<file path="config.mk">
export PLATFORM = sky130hd
export DESIGN_NAME = logic_op_ctrl_flat
export DESIGN_NICKNAME = d
export VERILOG_FILES = /design/src/rtl/logic_op_ctrl_if.sv /design/src/rtl/logic_op_ctrl.sv /design/src/flat_wrapper.sv
export SDC_FILE = /design/constraint.sdc
export NUM_CORES = 1
export LEC_CHECK = 0
export ABC_AREA = 1
export BUFFER_PORTS_ARGS = -buffer_cell sky130_fd_sc_hd__buf_2
export CORE_MARGIN = 4
export CORE_UTILIZATION = 49
export DETAILED_ROUTE_END_ITERATION = 16
export PLACE_DENSITY = 0.84
export SYNTH_ARGS = -nofsm -noshare
export SYNTH_HDL_FRONTEND = slang
export SYNTH_SLANG_ARGS = --single-unit
</file>
<file path="constraint.sdc">
create_clock -name clk -period 1.94 [get_ports clk]
set_clock_uncertainty 0.2 [all_clocks]
set_input_delay 0.291 -clock clk [delete_from_list [all_inputs] [get_ports clk]]
set_output_delay 0.291 -clock clk [all_outputs]
set_load 0.05 [all_outputs]
</file>
<file path="src/rtl/logic_op_ctrl_if.sv">
// Operand/enable bus to the logic units plus the downstream result handshake.
// The controller uses the master view; the units and result sink use the slave view.
interface logic_op_ctrl_if;
    logic [3:0] x;
    logic [3:0] y;
    logic [7:0] z;
    logic [3:0] unit_en;
    logic [3:0] and_out;
    logic [3:0] or_out;
    logic [3:0] xor_out;
    logic [7:0] not_out;
    logic [7:0] result;
    logic       result_valid;
    logic       result_ready;

    modport master (
        output x, y, z, unit_en, result, result_valid,
        input  and_out, or_out, xor_out, not_out, result_ready
    );

    modport slave (
        input  x, y, z, unit_en, result, result_valid,
        output and_out, or_out, xor_out, not_out, result_ready
    );
endinterface

</file>
<file path="src/rtl/logic_op_ctrl.sv">
// Switch/key front-end for the AND/OR/XOR/NOT logic units: captures operands on
// key presses, enables one unit for a single cycle and hands the result downstream.
module logic_op_ctrl #(
    parameter int SYNC_STAGES = 2,
    parameter int CNT_W       = 8
) (
    input  logic                 clk,
    input  logic                 rst_n,
    input  logic [7:0]           sw,
    input  logic [1:0]           op_sel,
    input  logic                 key_enter,
    input  logic                 cancel,
    logic_op_ctrl_if.master      bus,
    output logic                 busy,
    output logic [CNT_W-1:0]     op_count
);

    typedef enum logic [1:0] {
        IDLE  = 2'd0,
        GET_B = 2'd1,
        EXEC  = 2'd2,
        DONE  = 2'd3
    } state_t;

    localparam logic [1:0] OP_NOT = 2'b11;

    state_t                 state_q;
    logic [SYNC_STAGES-1:0] sync_q;
    logic                   key_prev_q;
    logic                   enter_pulse;
    logic [1:0]             op_q;
    logic [3:0]             x_q;
    logic [3:0]             y_q;
    logic [7:0]             z_q;
    logic [3:0]             unit_en_q;
    logic [7:0]             result_q;
    logic [7:0]             result_d;
    logic                   result_valid_q;
    logic [CNT_W-1:0]       op_count_q;

    function automatic logic [3:0] onehot(input logic [1:0] op);
        return 4'b0001 << op;
    endfunction

    // key_enter is asynchronous; only the last stage feeds the edge detector
    always_ff @(posedge clk) begin
        if (!rst_n) begin
            sync_q     <= '0;
            key_prev_q <= 1'b0;
        end else begin
            sync_q     <= {sync_q[SYNC_STAGES-2:0], key_enter};
            key_prev_q <= sync_q[SYNC_STAGES-1];
        end
    end

    assign enter_pulse = sync_q[SYNC_STAGES-1] & ~key_prev_q;

    always_comb begin
        result_d = 8'h00;
        case (op_q)
            2'b00:   result_d = {4'h0, bus.and_out};
            2'b01:   result_d = {4'h0, bus.or_out};
            2'b10:   result_d = {4'h0, bus.xor_out};
            default: result_d = bus.not_out;
        endcase
    end

    always_ff @(posedge clk) begin
        if (!rst_n) begin
            state_q        <= IDLE;
            op_q           <= 2'b00;
            x_q            <= 4'h0;
            y_q            <= 4'h0;
            z_q            <= 8'h00;
            unit_en_q      <= 4'h0;
            result_q       <= 8'h00;
            result_valid_q <= 1'b0;
            op_count_q     <= '0;
        end else begin
            case (state_q)
                IDLE: begin
                    if (enter_pulse) begin
                        op_q <= op_sel;
                        if (op_sel == OP_NOT) begin
                            z_q       <= sw;
                            unit_en_q <= onehot(OP_NOT);
                            state_q   <= EXEC;
                        end else begin
                            x_q     <= sw[3:0];
                            state_q <= GET_B;
                        end
                    end
                end
                GET_B: begin
                    if (cancel) begin
                        state_q <= IDLE;
                    end else if (enter_pulse) begin
                        y_q       <= sw[3:0];
                        unit_en_q <= onehot(op_q);
                        state_q   <= EXEC;
                    end
                end
                // unit_en is raised on entry so the unit output is settled by the end of EXEC
                EXEC: begin
                    unit_en_q <= 4'h0;
                    if (cancel) begin
                        state_q <= IDLE;
                    end else begin
                        result_q       <= result_d;
                        result_valid_q <= 1'b1;
                        state_q        <= DONE;
                    end
                end
                DONE: begin
                    if (bus.result_ready) begin
                        result_valid_q <= 1'b0;
                        op_count_q     <= op_count_q + {{(CNT_W-1){1'b0}}, 1'b1};
                        state_q        <= IDLE;
                    end else if (cancel) begin
                        result_valid_q <= 1'b0;
                        state_q        <= IDLE;
                    end
                end
                default: state_q <= IDLE;
            endcase
        end
    end

    assign bus.x            = x_q;
    assign bus.y            = y_q;
    assign bus.z            = z_q;
    assign bus.unit_en      = unit_en_q;
    assign bus.result       = result_q;
    assign bus.result_valid = result_valid_q;
    assign busy             = (state_q != IDLE);
    assign op_count         = op_count_q;

endmodule

</file>
<file path="src/flat_wrapper.sv">
// flat-port wrapper written by rule: the top's interface ports become plain ports
module logic_op_ctrl_flat 
#(
    parameter int SYNC_STAGES = 2,
    parameter int CNT_W       = 8
)
  (clk, rst_n, sw, op_sel, key_enter, cancel, busy, op_count, bus_x, bus_y, bus_z, bus_unit_en, bus_result, bus_result_valid, bus_and_out, bus_or_out, bus_xor_out, bus_not_out, bus_result_ready);
  logic_op_ctrl_if bus_i ();
  input  logic clk;
  input  logic rst_n;
  input  logic [7:0] sw;
  input  logic [1:0] op_sel;
  input  logic key_enter;
  input  logic cancel;
  output logic busy;
  output logic [CNT_W-1:0] op_count;
  output wire logic [$bits(bus_i.x)-1:0] bus_x;
  output wire logic [$bits(bus_i.y)-1:0] bus_y;
  output wire logic [$bits(bus_i.z)-1:0] bus_z;
  output wire logic [$bits(bus_i.unit_en)-1:0] bus_unit_en;
  output wire logic [$bits(bus_i.result)-1:0] bus_result;
  output wire logic [$bits(bus_i.result_valid)-1:0] bus_result_valid;
  input wire logic [$bits(bus_i.and_out)-1:0] bus_and_out;
  input wire logic [$bits(bus_i.or_out)-1:0] bus_or_out;
  input wire logic [$bits(bus_i.xor_out)-1:0] bus_xor_out;
  input wire logic [$bits(bus_i.not_out)-1:0] bus_not_out;
  input wire logic [$bits(bus_i.result_ready)-1:0] bus_result_ready;
  assign bus_x = bus_i.x;
  assign bus_y = bus_i.y;
  assign bus_z = bus_i.z;
  assign bus_unit_en = bus_i.unit_en;
  assign bus_result = bus_i.result;
  assign bus_result_valid = bus_i.result_valid;
  assign bus_i.and_out = bus_and_out;
  assign bus_i.or_out = bus_or_out;
  assign bus_i.xor_out = bus_xor_out;
  assign bus_i.not_out = bus_not_out;
  assign bus_i.result_ready = bus_result_ready;
  logic_op_ctrl #(.SYNC_STAGES(SYNC_STAGES), .CNT_W(CNT_W)) u_core (.clk(clk), .rst_n(rst_n), .sw(sw), .op_sel(op_sel), .key_enter(key_enter), .cancel(cancel), .bus(bus_i), .busy(busy), .op_count(op_count));
endmodule
</file>
==> impl_results.md <==
- Fin crit period: between 1500 and 2000 ps
- Ys async rst share: 0%
- Iter 0 DRT Violations: 62
- Relative slew slack: 76.07%
- Fin area: 0.002536 sq mm
- Tightest hold margin: 25.97 ps
- DRC violations left: 0
- Initial core utilization: between 50 and 60%
- WP data required: around 1500 ps
- Nets: 396
- Synthesized net count: 320
- Proportion of power drawn by combinational gates: between 30% and 40%
- Clk network pwr share: 22.9%
- Setup bufs post-CTS: 0
- Total track usage: 18.91%
- Largest family of logic cells by synthesized area: simple AND/OR/NAND/NOR gates
- Seq/Total Area, Yosys: between 40% and 50%
- I/O Buffers: between 70 and 80
- Routed len/inst: approximately 11 um
- Core box area: about 0.0040 sq mm
- Leakage power: about 1.3 nW
- R2R Path End: u_core.bus.y[1]$_SDFFE_PN0P_
- VDD IR max: around 0.67 mV
- # IOs: 73
- Total power: approximately 2.5 mW
- Switching share of power: approximately two fifths
- Routed Antenna Nets: 0
- First-pass GRT wire length: roughly 7.8 mm
- Hold path endpoint: u_core.bus.z[4]$_SDFFE_PN0P_
- Largest net degree at the start of global routing: 26
- Sequential share of power: a little over two fifths
- CP cell instances: inv_1, ha_1, inv_2, buf_6
- CTS max path bufs: 2
- Mapped Avg Cell Area: between 7 and 8 sq um
- Unique masters post-synth: 27
- Final TNS setup: 0 ps
- DR vias/cell: roughly 4.9
- P&R area growth vs syn: 25.59%
- Vias post-DR: between 1500 and 2000
- Clk root buf: clkbuf_8
- CP Data Arrival Time: 1340 ps
- Final setup fails: 0
- Synth Area in Simple Gates: between 30% and 40%
- Hold Fails Final Rpt: 0
- H-tree depth: 2
- Crit Path Category: reg -> out
- Worst-Skew Late Latency: 290 ps
- Max-slew violation count: 0
- CTS Sinks: 44
- Via count of the first global-routing pass: around 1900
- CP startpoint kind: flop
- Pint: between 1.5 and 2 mW
- Most frequent cells in the layout: 71 x buf_2, 63 x nor2_1, 53 x nand2_1
- GPL Wtd Cong: 0.9256
- DP Area: about 0.0024 sq mm
- RSZ-0062 raised after global routing: false
- Detailed-route wire length: between 4 and 5 mm
- Buf+Inv Stages, Crit Path: 3
- Final period util: between 90% and 100%
- Row Count: 23
- Hpwl dp: approximately 3.7 mm
- Register-to-register setup slack: 270 ps
- Die area: between 0.005 and 0.006 sq mm
- Layout cells sized above 1: between 30% and 40%
- CP delay by family, top: buffers and inverters
- Reg2Reg Depth: 9
- Number of buffers created by CTS: 5
- Total gr overflow: 0
- Crit. End Element: output pin
- Synth Instances: ~280
- Synth Cell Area: 0.002019 sq mm
- F_max: around 0.55 GHz
- Clk pin slew, worst setup/hold paths: roughly 80 ps
- Worst-path maximum fanout: 5
- Status: finished clean
- Initial antenna violation count: 0
- Worst-margin pin slew: 358.4 ps
- Post-synth EDFFs: 0
- Yosys reg bits: between 40 and 50
- Mux cell area share after synthesis: 0%
- Post-Synth Adder-Cell Area: about 3.7%
- Post-synthesis xor/xnor area fraction: 0%
- Hold path startpoint: sw[4]
- Commonest non-fill, non-tap cell in the layout: buf_2
- Number of max-cap violations: 0
- Synth Flop Type: dfxtp_1
- Psw: roughly 1 mW
- Chip height: between 70 and 80 um
- Drt pass-1 iters: 4
- Compound-Gate Fraction of Synth Area: between 10% and 20%
- Die X: a little over 70 um
- Hold path depth: 3
- Delay of the slowest critical-path stage: 400 ps
- CTS tree: done
- Antenna diodes: 0
- CP max stage cell: dfxtp_1
- Syn. warnings: 0
- FF-to-FF Start: u_core.state_q[1]$_SDFFE_PN0P_
- Worst hold path type: in -> reg
- Power Dens Cells: 999.0 mW/mm^2
[worst min-delay path, stage by stage]
cell and delay [ps]:
buf_2 70, o21ai_1 50, nor2_1 70
[routing by layer]
layer	share of wire, %	global-route usage, %	wire length (um)
met3	7.0	5.540	321
met4	1.7	8.768	76
met2	50	33.16	2301
met5	0	0	0
met1	41	20.90	1906
[sequential cells by signal (all words and copies together), names as in the netlist, 2 cells and up]
name                cells
u_core.state_q          2
u_core.bus.x            4
u_core.sync_q           2
u_core.bus.z            8
u_core.bus.result       8
u_core.bus.y            4
u_core.bus.unit_en      4
u_core.op_q             2
u_core.op_count         8
[power by group through the flow]
stage	combinational (mW)	clock, mW	sequential, mW
after CTS	0.889	0.603	1.06
final	0.890	0.581	1.06
after global routing	0.980	0.650	1.08
after floorplan	0.401	0	1.34
after detailed placement	0.880	0	1.08
after global placement	0.859	0	1.08
[synth_stat cells (2+ instances only)]
| cell type | number | area (sq um) |
|---|---|---|
| a21oi_1 | 9 | 45.04 |
| a22oi_1 | 4 | 30.03 |
| buf_2 | 4 | 20.02 |
| clkinv_1 | 2 | 7.510 |
| dfxtp_1 | 44 | 880.8 |
| ha_1 | 6 | 75.07 |
| inv_1 | 20 | 75.07 |
| inv_2 | 10 | 37.54 |
| nand2_1 | 53 | 198.9 |
| nand3_1 | 13 | 65.06 |
| nand3_2 | 3 | 30.03 |
| nand4_1 | 2 | 12.51 |
| nor2_1 | 63 | 236.5 |
| nor2_2 | 3 | 18.77 |
| nor2_4 | 4 | 45.04 |
| nor3_1 | 2 | 10.01 |
| o21ai_0 | 14 | 70.07 |
| o21ai_1 | 14 | 70.07 |
[cells by family (layout without fill, tap and decap cells)]
logic type               Yosys count  after routing
AO/OA/AOI/OAI                     43             43
adder cells (fa/ha/maj)            6              6
buffers and inverters             38            115
flip-flops                        44             44
AND/OR/NAND/NOR                  148            148
[how the worst max path moves through the flow]
stage	start	to	slack [ps]	cells after the start
after floorplan	u_core.state_q[0]$_SDFFE_PN0P_	u_core.bus.z[0]$_SDFFE_PN0P_	280	8
after global placement	u_core.state_q[0]$_SDFFE_PN0P_	busy	350	4
after detailed placement	u_core.state_q[1]$_SDFFE_PN0P_	u_core.bus.y[1]$_SDFFE_PN0P_	280	9
after CTS	u_core.state_q[0]$_SDFFE_PN0P_	busy	40	4
after global routing	u_core.state_q[1]$_SDFFE_PN0P_	busy	40	4
final	u_core.state_q[1]$_SDFFE_PN0P_	busy	110	4
[final cells by class]
class                           instances  area [sq um]
Fill cell                             371          1464
Multi-Input combinational cell        197         985.9
Sequential cell                        44         882.1
Timing Repair Buffer                   74         384.1
Inverter                               33         128.9
Clock buffer                            6         82.58
Tap cell                               50         62.56
Clock inverter                          2         10.01
[timing repair]
action / in CTS / in global routing
endpoints found under the setup margin: 1 / 1
endpoints found under the hold margin: 1 / 0
hold buffers: 1 / 0
gates resized for setup: 1 / 2
[through the flow]
stage,std cells,setup WS [ps],utilization [%]
CTS,406,43.82,63.28
finish,406,106.9,63.40
floorplan,279,283.2,-
global placement,397,351.8,60.65
detailed placement,397,280.5,60.65
global route,406,43.11,63.40
Note: power is estimated with default switching activity, not from simulation.
